File: config.mk
export PLATFORM = sky130hd
export DESIGN_NAME = frame_sequencer_flat
export DESIGN_NICKNAME = d
export VERILOG_FILES = /design/src/rtl/frame_seq_pkg.sv /design/src/rtl/frame_sequencer_if.sv /design/src/rtl/frame_sequencer_phase_timer.sv /design/src/rtl/frame_sequencer.sv /design/src/flat_wrapper.sv
export SDC_FILE = /design/constraint.sdc
export NUM_CORES = 1
export LEC_CHECK = 0
export BUFFER_PORTS_ARGS = -buffer_cell sky130_fd_sc_hd__buf_4
export CAP_MARGIN = 15
export CORE_UTILIZATION = 52
export CTS_CLUSTER_SIZE = 25
export DETAILED_ROUTE_END_ITERATION = 10
export MAX_ROUTING_LAYER = met4
export PLACE_DENSITY = 0.8
export SYNTH_ARGS = -nofsm -noshare
export SYNTH_HDL_FRONTEND = slang
export SYNTH_SLANG_ARGS = --single-unit
File: constraint.sdc
create_clock -name clk -period 2.33 [get_ports clk]
set_input_delay 0.1165 -clock clk [delete_from_list [all_inputs] [get_ports clk]]
set_output_delay 0.1165 -clock clk [all_outputs]
set_load 0.1 [all_outputs]
File: src/rtl/frame_seq_pkg.sv
// Shared types for the frame sequencer: state encoding and memory direction constants.
package frame_seq_pkg;

  typedef enum logic [2:0] {
    S_IDLE    = 3'd0,
    S_CAPTURE = 3'd1,
    S_GRAY    = 3'd2,
    S_FILTER  = 3'd3,
    S_DONE    = 3'd4,
    S_ERROR   = 3'd5
  } state_t;

  localparam logic RW_WRITE = 1'b1;
  localparam logic RW_READ  = 1'b0;

endpackage

File: src/rtl/frame_sequencer_if.sv
// Control/status bundle between the frame sequencer (master) and the pipeline blocks (slave).
interface frame_sequencer_if #(
  parameter int CNT_W = 16
);
  logic             start;
  logic             abort;
  logic             continuous;
  logic             RWM_1_done;
  logic             RWM_2_done;
  logic             GS_done;
  logic             camera_enable;
  logic             RWM_1_enable;
  logic             RWM_2_enable;
  logic             GS_enable;
  logic             filter_enable;
  logic             rw_1;
  logic             rw_2;
  logic             busy;
  logic             frame_done;
  logic [CNT_W-1:0] frame_count;
  logic             error;

  modport master (
    input  start, abort, continuous, RWM_1_done, RWM_2_done, GS_done,
    output camera_enable, RWM_1_enable, RWM_2_enable, GS_enable, filter_enable,
           rw_1, rw_2, busy, frame_done, frame_count, error
  );

  modport slave (
    output start, abort, continuous, RWM_1_done, RWM_2_done, GS_done,
    input  camera_enable, RWM_1_enable, RWM_2_enable, GS_enable, filter_enable,
           rw_1, rw_2, busy, frame_done, frame_count, error
  );
endinterface

File: src/rtl/frame_sequencer_phase_timer.sv
// Loadable down-counter; expired is high once the count has run down to zero.
module phase_timer #(
  parameter int W = 20
) (
  input  logic         clk,
  input  logic         rst,
  input  logic         load,
  input  logic         en,
  input  logic [W-1:0] load_val,
  output logic         expired
);
  logic [W-1:0] cnt;

  always_ff @(posedge clk or posedge rst) begin
    if (rst)                   cnt <= '0;
    else if (load)             cnt <= load_val;
    else if (en && cnt != '0)  cnt <= cnt - 1'b1;
  end

  assign expired = (cnt == '0);
endmodule

File: src/rtl/frame_sequencer.sv
// Moore phase sequencer: CAPTURE -> GRAY -> FILTER -> DONE with done blanking, abort,
// continuous mode and frame counter. Define FRAME_SEQ_WATCHDOG_EN for the per-phase watchdog.
module frame_sequencer
  import frame_seq_pkg::*;
#(
  parameter int TIMEOUT_CYCLES = 1_000_000,
  parameter int CNT_W          = 16
) (
  input logic               clk,
  input logic               rst,
  frame_sequencer_if.master bus
);
  state_t           state, nxt;
  logic             first, gs_seen, r2_seen, gs_ok, r2_ok, expired;
  logic [CNT_W-1:0] count;

  // first is high in the opening cycle of each state; dones are blanked there
  assign gs_ok = gs_seen | (!first & bus.GS_done);
  assign r2_ok = r2_seen | (!first & bus.RWM_2_done);

`ifdef FRAME_SEQ_WATCHDOG_EN
  localparam int TMO_W = $clog2(TIMEOUT_CYCLES + 1);
  logic active;
  assign active = (state == S_CAPTURE) || (state == S_GRAY) || (state == S_FILTER);

  phase_timer #(.W(TMO_W)) u_timer (
    .clk      (clk),
    .rst      (rst),
    .load     (nxt != state),
    .en       (active),
    .load_val (TMO_W'(TIMEOUT_CYCLES - 1)),
    .expired  (expired)
  );
`else
  assign expired = 1'b0;
`endif

  always_comb begin
    nxt = state;
    case (state)
      S_IDLE:    if (bus.start) nxt = S_CAPTURE;
      S_CAPTURE: if (!first && bus.RWM_1_done) nxt = S_GRAY;
                 else if (expired)             nxt = S_ERROR;
      S_GRAY:    if (gs_ok && r2_ok)           nxt = S_FILTER;
                 else if (expired)             nxt = S_ERROR;
      S_FILTER:  if (!first && bus.RWM_2_done) nxt = S_DONE;
                 else if (expired)             nxt = S_ERROR;
      S_DONE:    nxt = bus.continuous ? S_CAPTURE : S_IDLE;
      S_ERROR:   if (bus.start) nxt = S_CAPTURE;
      default:   nxt = S_IDLE;
    endcase
    if (bus.abort) nxt = S_IDLE;
  end

  always_ff @(posedge clk or posedge rst) begin
    if (rst) begin
      state   <= S_IDLE;
      first   <= 1'b1;
      gs_seen <= 1'b0;
      r2_seen <= 1'b0;
      count   <= '0;
    end else begin
      state <= nxt;
      first <= (nxt != state);
      if (nxt != state) begin
        gs_seen <= 1'b0;
        r2_seen <= 1'b0;
      end else if (state == S_GRAY && !first) begin
        gs_seen <= gs_seen | bus.GS_done;
        r2_seen <= r2_seen | bus.RWM_2_done;
      end
      // DONE is committed once entered, so it counts even if aborted
      if (state == S_DONE) count <= count + 1'b1;
    end
  end

  always_comb begin
    bus.camera_enable = 1'b0;
    bus.RWM_1_enable  = 1'b0;
    bus.RWM_2_enable  = 1'b0;
    bus.GS_enable     = 1'b0;
    bus.filter_enable = 1'b0;
    bus.rw_1          = RW_READ;
    bus.rw_2          = RW_READ;
    bus.busy          = (state != S_IDLE) && (state != S_ERROR);
    bus.frame_done    = (state == S_DONE);
`ifdef FRAME_SEQ_WATCHDOG_EN
    bus.error         = (state == S_ERROR);
`else
    bus.error         = 1'b0;
`endif
    case (state)
      S_CAPTURE: begin
        bus.camera_enable = 1'b1;
        bus.RWM_1_enable  = 1'b1;
        bus.rw_1          = RW_WRITE;
      end
      S_GRAY: begin
        bus.RWM_1_enable  = 1'b1;
        bus.GS_enable     = 1'b1;
        bus.RWM_2_enable  = 1'b1;
        bus.rw_2          = RW_WRITE;
      end
      S_FILTER: begin
        bus.RWM_2_enable  = 1'b1;
        bus.filter_enable = 1'b1;
      end
      default: ;
    endcase
  end

  assign bus.frame_count = count;
endmodule

File: src/flat_wrapper.sv
// flat-port wrapper written by rule: the top's interface ports become plain ports
module frame_sequencer_flat import frame_seq_pkg::*;
#(
  parameter int TIMEOUT_CYCLES = 1_000_000,
  parameter int CNT_W          = 16
)
  (clk, rst, bus_start, bus_abort, bus_continuous, bus_RWM_1_done, bus_RWM_2_done, bus_GS_done, bus_camera_enable, bus_RWM_1_enable, bus_RWM_2_enable, bus_GS_enable, bus_filter_enable, bus_rw_1, bus_rw_2, bus_busy, bus_frame_done, bus_frame_count, bus_error);
  frame_sequencer_if #(.CNT_W(CNT_W)) bus_i ();
  input logic clk;
  input logic rst;
  input wire logic [$bits(bus_i.start)-1:0] bus_start;
  input wire logic [$bits(bus_i.abort)-1:0] bus_abort;
  input wire logic [$bits(bus_i.continuous)-1:0] bus_continuous;
  input wire logic [$bits(bus_i.RWM_1_done)-1:0] bus_RWM_1_done;
  input wire logic [$bits(bus_i.RWM_2_done)-1:0] bus_RWM_2_done;
  input wire logic [$bits(bus_i.GS_done)-1:0] bus_GS_done;
  output wire logic [$bits(bus_i.camera_enable)-1:0] bus_camera_enable;
  output wire logic [$bits(bus_i.RWM_1_enable)-1:0] bus_RWM_1_enable;
  output wire logic [$bits(bus_i.RWM_2_enable)-1:0] bus_RWM_2_enable;
  output wire logic [$bits(bus_i.GS_enable)-1:0] bus_GS_enable;
  output wire logic [$bits(bus_i.filter_enable)-1:0] bus_filter_enable;
  output wire logic [$bits(bus_i.rw_1)-1:0] bus_rw_1;
  output wire logic [$bits(bus_i.rw_2)-1:0] bus_rw_2;
  output wire logic [$bits(bus_i.busy)-1:0] bus_busy;
  output wire logic [$bits(bus_i.frame_done)-1:0] bus_frame_done;
  output wire logic [$bits(bus_i.frame_count)-1:0] bus_frame_count;
  output wire logic [$bits(bus_i.error)-1:0] bus_error;
  assign bus_i.start = bus_start;
  assign bus_i.abort = bus_abort;
  assign bus_i.continuous = bus_continuous;
  assign bus_i.RWM_1_done = bus_RWM_1_done;
  assign bus_i.RWM_2_done = bus_RWM_2_done;
  assign bus_i.GS_done = bus_GS_done;
  assign bus_camera_enable = bus_i.camera_enable;
  assign bus_RWM_1_enable = bus_i.RWM_1_enable;
  assign bus_RWM_2_enable = bus_i.RWM_2_enable;
  assign bus_GS_enable = bus_i.GS_enable;
  assign bus_filter_enable = bus_i.filter_enable;
  assign bus_rw_1 = bus_i.rw_1;
  assign bus_rw_2 = bus_i.rw_2;
  assign bus_busy = bus_i.busy;
  assign bus_frame_done = bus_i.frame_done;
  assign bus_frame_count = bus_i.frame_count;
  assign bus_error = bus_i.error;
  frame_sequencer #(.TIMEOUT_CYCLES(TIMEOUT_CYCLES), .CNT_W(CNT_W)) u_core (.clk(clk), .rst(rst), .bus(bus_i));
endmodule
==> results of run 1 <==
==> metrics by stage <==
stage / cells / area, um2 / setup TNS [ps] / total power, uW / util, %
global route: 192 / 1620 / 0 / 1020 / 70.0
global placement: 186 / 1570 / 0 / 757 / 67.6
finish: 192 / 1620 / 0 / 976 / 70.0
CTS: 192 / 1620 / 0 / 980 / 70.0
floorplan: 134 / 1350 / -29.3 / 704 / -
detailed placement: 186 / 1570 / 0 / 762 / 67.6
==> power by group through the flow <==
stage | logic, uW | clock network (uW) | registers, uW
global route | 341 | 240 | 437
finish | 326 | 217 | 433
detailed placement | 322 | 0 | 440
floorplan | 256 | 0 | 447
global placement | 318 | 0 | 438
CTS | 326 | 221 | 433
==> worst max-delay path by stage <==
stage	to	slack, ps	cells past startpoint
6_report	u_core.first$_DFF_PP1_	310	4
5_1_grt	u_core.first$_DFF_PP1_	230	5
4_1_cts	u_core.first$_DFF_PP1_	310	4
3_5_place_dp	u_core.first$_DFF_PP1_	340	4
3_3_place_gp	u_core.r2_seen$_DFFE_PP0P_	400	5
2_1_floorplan	u_core.bus.frame_count[11]$_DFFE_PP0N_	-30	6
==> worst max-delay path, cell delays in order (launching register included) <==
cell	delay, ps
dfrtp_1	710
inv_1	210
or3_1	470
a31oi_4	240
mux2_4	330
==> state kept, by name, summed over array words and instances, names as in the netlist <==
name and cells:
u_core.first 1, u_core.gs_seen 1, u_core.state 3, u_core.r2_seen 1, u_core.bus.frame_count 16
==> final cells by class <==
class / instances / area [um2] / share of cell area [%]
inverter: 6 / 22.5 / 1.39
sequential: 22 / 552 / 34.0
multi-input combinational: 97 / 709 / 43.7
clock buffer: 4 / 36.3 / 2.24
tap: 28 / 35.0 / 2.16
timing repair buffer: 35 / 268 / 16.5
==> cell usage after synthesis, drive strengths merged <==
| library cell | number | share of area (%) |
|---|---|---|
| dfrtp | 21 | 39 |
| nand3 | 7 | 2.6 |
| nand2 | 10 | 2.8 |
| a31oi | 1 | 1.6 |
| and2b | 2 | 1.3 |
| nor3b | 2 | 2.0 |
| o311a | 1 | 0.75 |
| nor2b | 4 | 2.3 |
| a22o | 1 | 0.66 |
| mux2 | 2 | 2.0 |
| a22oi | 2 | 1.1 |
| or2 | 1 | 0.47 |
| ha | 1 | 0.94 |
| nand3b | 1 | 0.56 |
| o211ai | 2 | 1.1 |
| xor2 | 2 | 1.3 |
| o32a | 1 | 0.75 |
| nor3 | 2 | 0.75 |
| a32oi | 1 | 0.66 |
| a21boi | 1 | 0.56 |
| o31ai | 1 | 0.94 |
| xnor2 | 13 | 8.5 |
| buf | 9 | 4.6 |
| a21oi | 4 | 1.5 |
| nand2b | 3 | 2.0 |
| o22ai | 2 | 1.4 |
| mux2i | 2 | 1.5 |
| nor2 | 9 | 2.5 |
| and4 | 3 | 2.0 |
| or3 | 2 | 0.94 |
| dfstp | 1 | 2.0 |
| o2bb2ai | 1 | 0.66 |
| and3 | 3 | 1.4 |
| nand4 | 5 | 2.3 |
| and2 | 1 | 0.56 |
| a41oi | 1 | 0.66 |
| a21o | 1 | 0.56 |
| inv | 6 | 1.7 |
| o21ai | 1 | 0.37 |
| conb | 1 | 0.28 |
==> cells by family after synthesis <==
logic type	share of synthesized area, %
compound gates	13.3
xor+xnor	9.85
fa+ha+maj	0.938
buf+inv	6.29
flops	41.4
mux	3.47
other cells	0.281
simple gates	24.5
==> routing by layer <==
metal / part of all wire (%) / up-vias
met5: 0 / -
met4: 1.3 / 0
met3: 5.2 / 4
met2: 48 / 46
met1: 45 / 493
li1: - / 528
==> key figures, run 1 <==
Floorplan
  • Die width: 52.6 um
  • Starting density of the core: 57.5%
  • I/O pin count: 34
  • Core Box Area: 0.00232 mm2
  • Die area: 0.00277 mm2
  • Die span in y: 52.6 um
  • # rows: 17

Synth
  • Ys Warns: 0
  • Synth Register Bits: 22
  • Post-Syn Area per Cell: 9.95 um2
  • Sequential area share after synthesis: 41.4%
  • Mapped cell area: 0.00133 mm2
  • Mapped Cells: 134
  • Synthesized Nets: 143
  • Netlist cell types: 49

Route
  • Final wirelength: 2740 um
  • First DRT Iteration DRCs: 20
  • DRT Pass-1 Iters: 4
  • DR DRC count: 0
  • Via/cell ratio: 5.58
  • DR vias: 1071
  • Wire per inst: 14.3 um
  • DRT antenna net count: 0

Global route
  • Initial antenna violation count: 0
  • Vias in the first global route: 958
  • Met2 Usage GRT: 36.3%
  • Global-route wire length before repair: 4370 um
  • Global-route met1 utilization: 28.6%
  • GR peak layer: met2
  • Grt met3 use: 1.74%
  • GR Overflow Total: 0
  • Tot GR Track Use: 22.2%
  • Largest net degree at the start of global routing: 23

Worst setup path
  • Worst r2r src: u_core.state[0]$_DFF_PP0_
  • Worst reg2reg setup slack: 310 ps
  • Cells on worst reg2reg path: 4
  • CP arrival: 2280 ps
  • Top fanout value on the critical path: 14
  • CP Launch Point: u_core.state[0]$_DFF_PP0_
  • CP required: 2590 ps
  • Critical path class: flop to flop
  • Element type at the critical path end: flop
  • Crit start category: flop
  • Worst flop-to-flop path endpoint: u_core.first$_DFF_PP1_

Clock tree
  • Postcts setup bufs: 0
  • Worst-path clk slew: 120 ps
  • CTS resizes: 0
  • Clk root buf: clkbuf_4
  • H-tree depth: 1
  • Clk buf depth: 2
  • Hold-fix buffers, CTS: 2
  • Worst-skew pair later-pin latency: 310 ps
  • CTS tree: built
  • Total CTS buffers: 3
  • Clock sink count: 22

Layout
  • Filler instances: 181
  • Layout cells sized above 1: 32.9%
  • Most frequent cells in the layout: buf_4 (33), dfrtp_1 (21), xnor2_1 (13), nand2_1 (10)
  • Layout area overhead: 21.7%
  • Inserted Diodes: 0
  • Fin nets: 174
  • Commonest non-fill, non-tap cell in the layout: buf_4

Worst hold path
  • Hold path startpoint: bus_start
  • Min-Delay Endpoint: u_core.state[2]$_DFF_PP0_
  • Worst Hold Depth: 4
  • Hold/Removal Path Class: input port to flop

Placed design
  • Post-DP HPWL: 2010 um
  • Routability Congestion: 0.920
  • I/O Buffers: 32
  • Pre-CTS WS: 340 ps

Power and ir drop
  • Sw Ratio: 39.7%
  • Internal: 589 uW
  • Sequential group share of total power: 44.4%
  • LEAKAGE: 0.000788 uW
  • Peak supply drop: 0.000625 V
  • Pwr Density: 601 mW/mm2
  • Comb pwr share: 33.4%
  • Clock Power Share: 22.2%
  • Sw Pwr: 387 uW

Timing
  • Slew margin rel.: 45.3%
  • Fmax: 0.494 GHz
  • Max-slew violation count: 0
  • Min Clock Period, post-route: 2020 ps
  • Final Skew: 1.77 ps
  • Hold WS: 133 ps
  • Fin crit share: 86.8%
  • Worst-Margin Slew: 819 ps
  • Final setup fails: 0
  • Final Hold Viols: 0
  • Final WS setup: 307 ps
  • Unrepaired setup endpoints after global routing: no

Outcome
  • Status: finished, final reports clean

Job
  • MaxCap Viol Count: 0
No activity file was read; power rests on OpenSTA's default activity.
==> inputs of run 2 (changes only) <==
Settings changed: CORE_UTILIZATION 52 to 51, SYNTH_HIERARCHICAL set to 1.
==> run 2 against run 1 <==
Total power down 10%; utilization down 0.85 points; largest power group unchanged; maximum frequency increased by 2.3%; combinational power decreased by 24%; critical path type is now flop to primary output; design area shrank 3.9%; non-clock buffer count is 2 lower; sequential power decreased by 3%; clock skew fell by 1.2 ps; first-iteration DRC count down 5.0%; final cell count down 7.3%; clock-buffer cell count is the same; setup slack better by 46 ps.
==> key figures, run 2 <==
Outcome
  • Status: finished, final reports clean

Synth
  • Synth Area in Simple Gates: 25.2%
  • Ys async rst share: 100%
  • Sequential area share after synthesis: 44.3%
  • Mapped Cells: 120
  • Netlist cell types: 42
  • Ys Warns: 6
  • Synth Register Bits: 22
  • Share of the synthesized area in the top cell type: 42.2%
  • Synth area leader: dfrtp_1
  • Main area contributors after synthesis: dfrtp_1 (42%), xnor2_1 (5.6%), xor2_1 (5.6%)
  • Synthesized Nets: 129
  • Most common cell in the synthesized netlist: dfrtp_1
  • Primary FF master, synth: dfrtp_1
  • Post-Syn Area per Cell: 10.4 um2
  • Synth Area in XOR/XNOR: 11.3%
  • Post-synthesis compound-gate area fraction: 11.3%
  • Largest family of logic cells by synthesized area: simple AND/OR/NAND/NOR gates
  • Mapped cell area: 0.00124 mm2
  • Synthesized-area fraction occupied by adder cells: 1.01%
  • Post-synthesis mux area share: 1.71%
  • Synth cell count leaders: dfrtp_1 (21), nand2_1 (8), xnor2_1 (8), xor2_1 (8), nor2_1 (7)
  • Post-synth EDFFs: 0

Worst setup path
  • Cell mode on critical path: nor2b_4
  • CP cell instances: nor2b_4 -> nor2b_4 -> or2_4 -> buf_4
  • Largest stage delay, worst path: 730 ps
  • Crit start category: flop
  • Critical path class: flop to primary output
  • CP arrival: 1860 ps
  • CP max stage cell: dfrtp_1
  • Top fanout value on the critical path: 17
  • Top delay family on crit path: flip-flops
  • Element type at the critical path end: primary output
  • CP required: 2210 ps
  • Buffers and inverters on the worst path: 1

Clock tree
  • Worst-path clk slew: 110 ps
  • CTS resizes: 0
  • Clk root buf: clkbuf_4
  • Total CTS buffers: 3
  • Worst-skew pair later-pin latency: 300 ps
  • Postcts setup bufs: 0
  • Clk buf depth: 2
  • Clock sink count: 22
  • CTS tree: built
  • H-tree depth: 1

Layout
  • Layout area overhead: 25.2%
  • Filler instances: 180
  • Layout cells sized above 1: 34.7%
  • Max FFs per register: 16
  • Commonest non-fill, non-tap cell in the layout: buf_4
  • Post-Layout Cell Count: 178
  • Inserted Diodes: 0
  • Final Util: 69.1%
  • Most frequent cells in the layout: buf_4 (32), dfrtp_1 (21), xor2_1 (8), nand2_1 (8), xnor2_1 (8)
  • Fin nets: 160

Timing
  • Final Skew: 0.555 ps
  • Setup_tns: 0 ps
  • Fin crit share: 84.9%
  • Max-slew violation count: 0
  • Unrepaired setup endpoints after global routing: no
  • Min Clock Period, post-route: 1980 ps
  • Final Hold Viols: 0
  • Fmax: 0.506 GHz
  • Slew margin rel.: 46.6%
  • Worst-Margin Slew: 801 ps
  • Final setup fails: 0
  • Final WS setup: 353 ps

Placed design
  • Routability Congestion: 0.837
  • I/O Buffers: 32
  • Inst Count DP: 173
  • Post-DP HPWL: 1850 um
  • Pre-CTS WS: 414 ps

Route
  • Max Used Layer: met4
  • DRT Pass-1 Iters: 4
  • DR DRC count: 0
  • Final wirelength: 2460 um
  • Met3 WL post-DR: 98 um
  • DRT antenna net count: 0
  • DR vias: 968
  • Routed length on met1: 1160 um
  • Wire per inst: 13.8 um
  • First DRT Iteration DRCs: 19
  • Via/cell ratio: 5.44
  • Met2 Routed Length: 1190 um

Floorplan
  • Starting density of the core: 55.2%
  • # rows: 17
  • Die area: 0.00264 mm2
  • Die width: 51.4 um
  • Core Box Area: 0.00225 mm2
  • I/O pin count: 34
  • Die span in y: 51.4 um

Power and ir drop
  • Pwr Density: 561 mW/mm2
  • LEAKAGE: 0.000745 uW
  • Peak supply drop: 0.000452 V

Worst hold path
  • Hold/Removal Path Class: input port to flop

Global route
  • GR Overflow Total: 0
  • Vias in the first global route: 887
  • Global-route wire length before repair: 4110 um
  • Tot GR Track Use: 22.0%
  • Initial antenna violation count: 0
  • Largest net degree at the start of global routing: 23

Job
  • MaxCap Viol Count: 0
## run 2: cell count changes after synthesis, moves of 3 or more
cell     before  now
xor2_1        2    8
xnor2_1      13    8
nand4_1       5    1
and3_1        3    0
nand3_1       7    4
nor3b_1       1    4
## run 2: layout make-up
class                           count  area (um2)  area share [%]
Multi-Input combinational cell     86         667            42.8
Sequential cell                    22         552            35.4
Timing Repair Buffer               33         250            16.1
Clock buffer                        4        36.3            2.33
Tap cell                           28        35.0            2.25
Inverter                            5        18.8            1.20
## run 2: power by group
| group | leakage [uW] | internal (uW) | switching [uW] |
|---|---|---|---|
| registers | 0.000302 | 396 | 26.8 |
| clock network | 0.0000210 | 95.4 | 109 |
| logic | 0.000422 | 68.9 | 179 |
| total | 0.000745 | 560 | 315 |
## run 2: layer usage
layer	global-route usage, %	vias up
met5	-	-
met1	30.0	465
met2	32.3	18
met4	5.41	0
met3	6.25	2
li1	-	483
## run 2: path summary, 6_finish.rpt
check                                                         endpoint  slack, ps                                    from  depth (start not counted)
min in group asynchronous        u_core/bus.frame_count[8]$_DFFE_PP0N_        520                                     rst                          3
worst min-delay path                         u_core/state[1]$_DFF_PP0_         80                               bus_abort                          3
worst max register to register              u_core/r2_seen$_DFFE_PP0P_        360               u_core/state[0]$_DFF_PP0_                          4
max in group asynchronous        u_core/bus.frame_count[3]$_DFFE_PP0N_       1320                                     rst                          3
worst max-delay path                                  bus_RWM_1_enable        350               u_core/state[1]$_DFF_PP0_                          4
worst min register to register  u_core/bus.frame_count[15]$_DFFE_PP0N_        480  u_core/bus.frame_count[15]$_DFFE_PP0N_                          1
## run 2: cell families after synthesis
logic type | Yosys count
DFF | 22
and+or+nand+nor | 50
AOI/OAI and AO/OA | 16
other | 1
muxes | 2
xor gates and xnor gates | 16
adders and majority gates | 1
buffers and inverters | 12
## run 2: worst register-to-register path: cells and delay by family (launching register included)
kind / cells / cell delay, ps
compound gates: 2 / 510
flops: 1 / 680
simple gates: 2 / 710
## run 2: what timing repair did
| item | 4_1_cts | 5_1_grt |
|---|---|---|
| hold buffers | 1 | 0 |
| setup endpoints to repair | 0 | 0 |
| hold endpoints to repair | 21 | 0 |
## run 2: per-stage QoR
stage                     cell area (um2)  power (uW)  hold WS [ps]
after global routing                 1560         913          79.6
after global placement               1510         672           309
after detailed placement             1510         678           322
after floorplan                      1290         635           105
after CTS                            1560         887          65.2
final                                1560         875          79.1
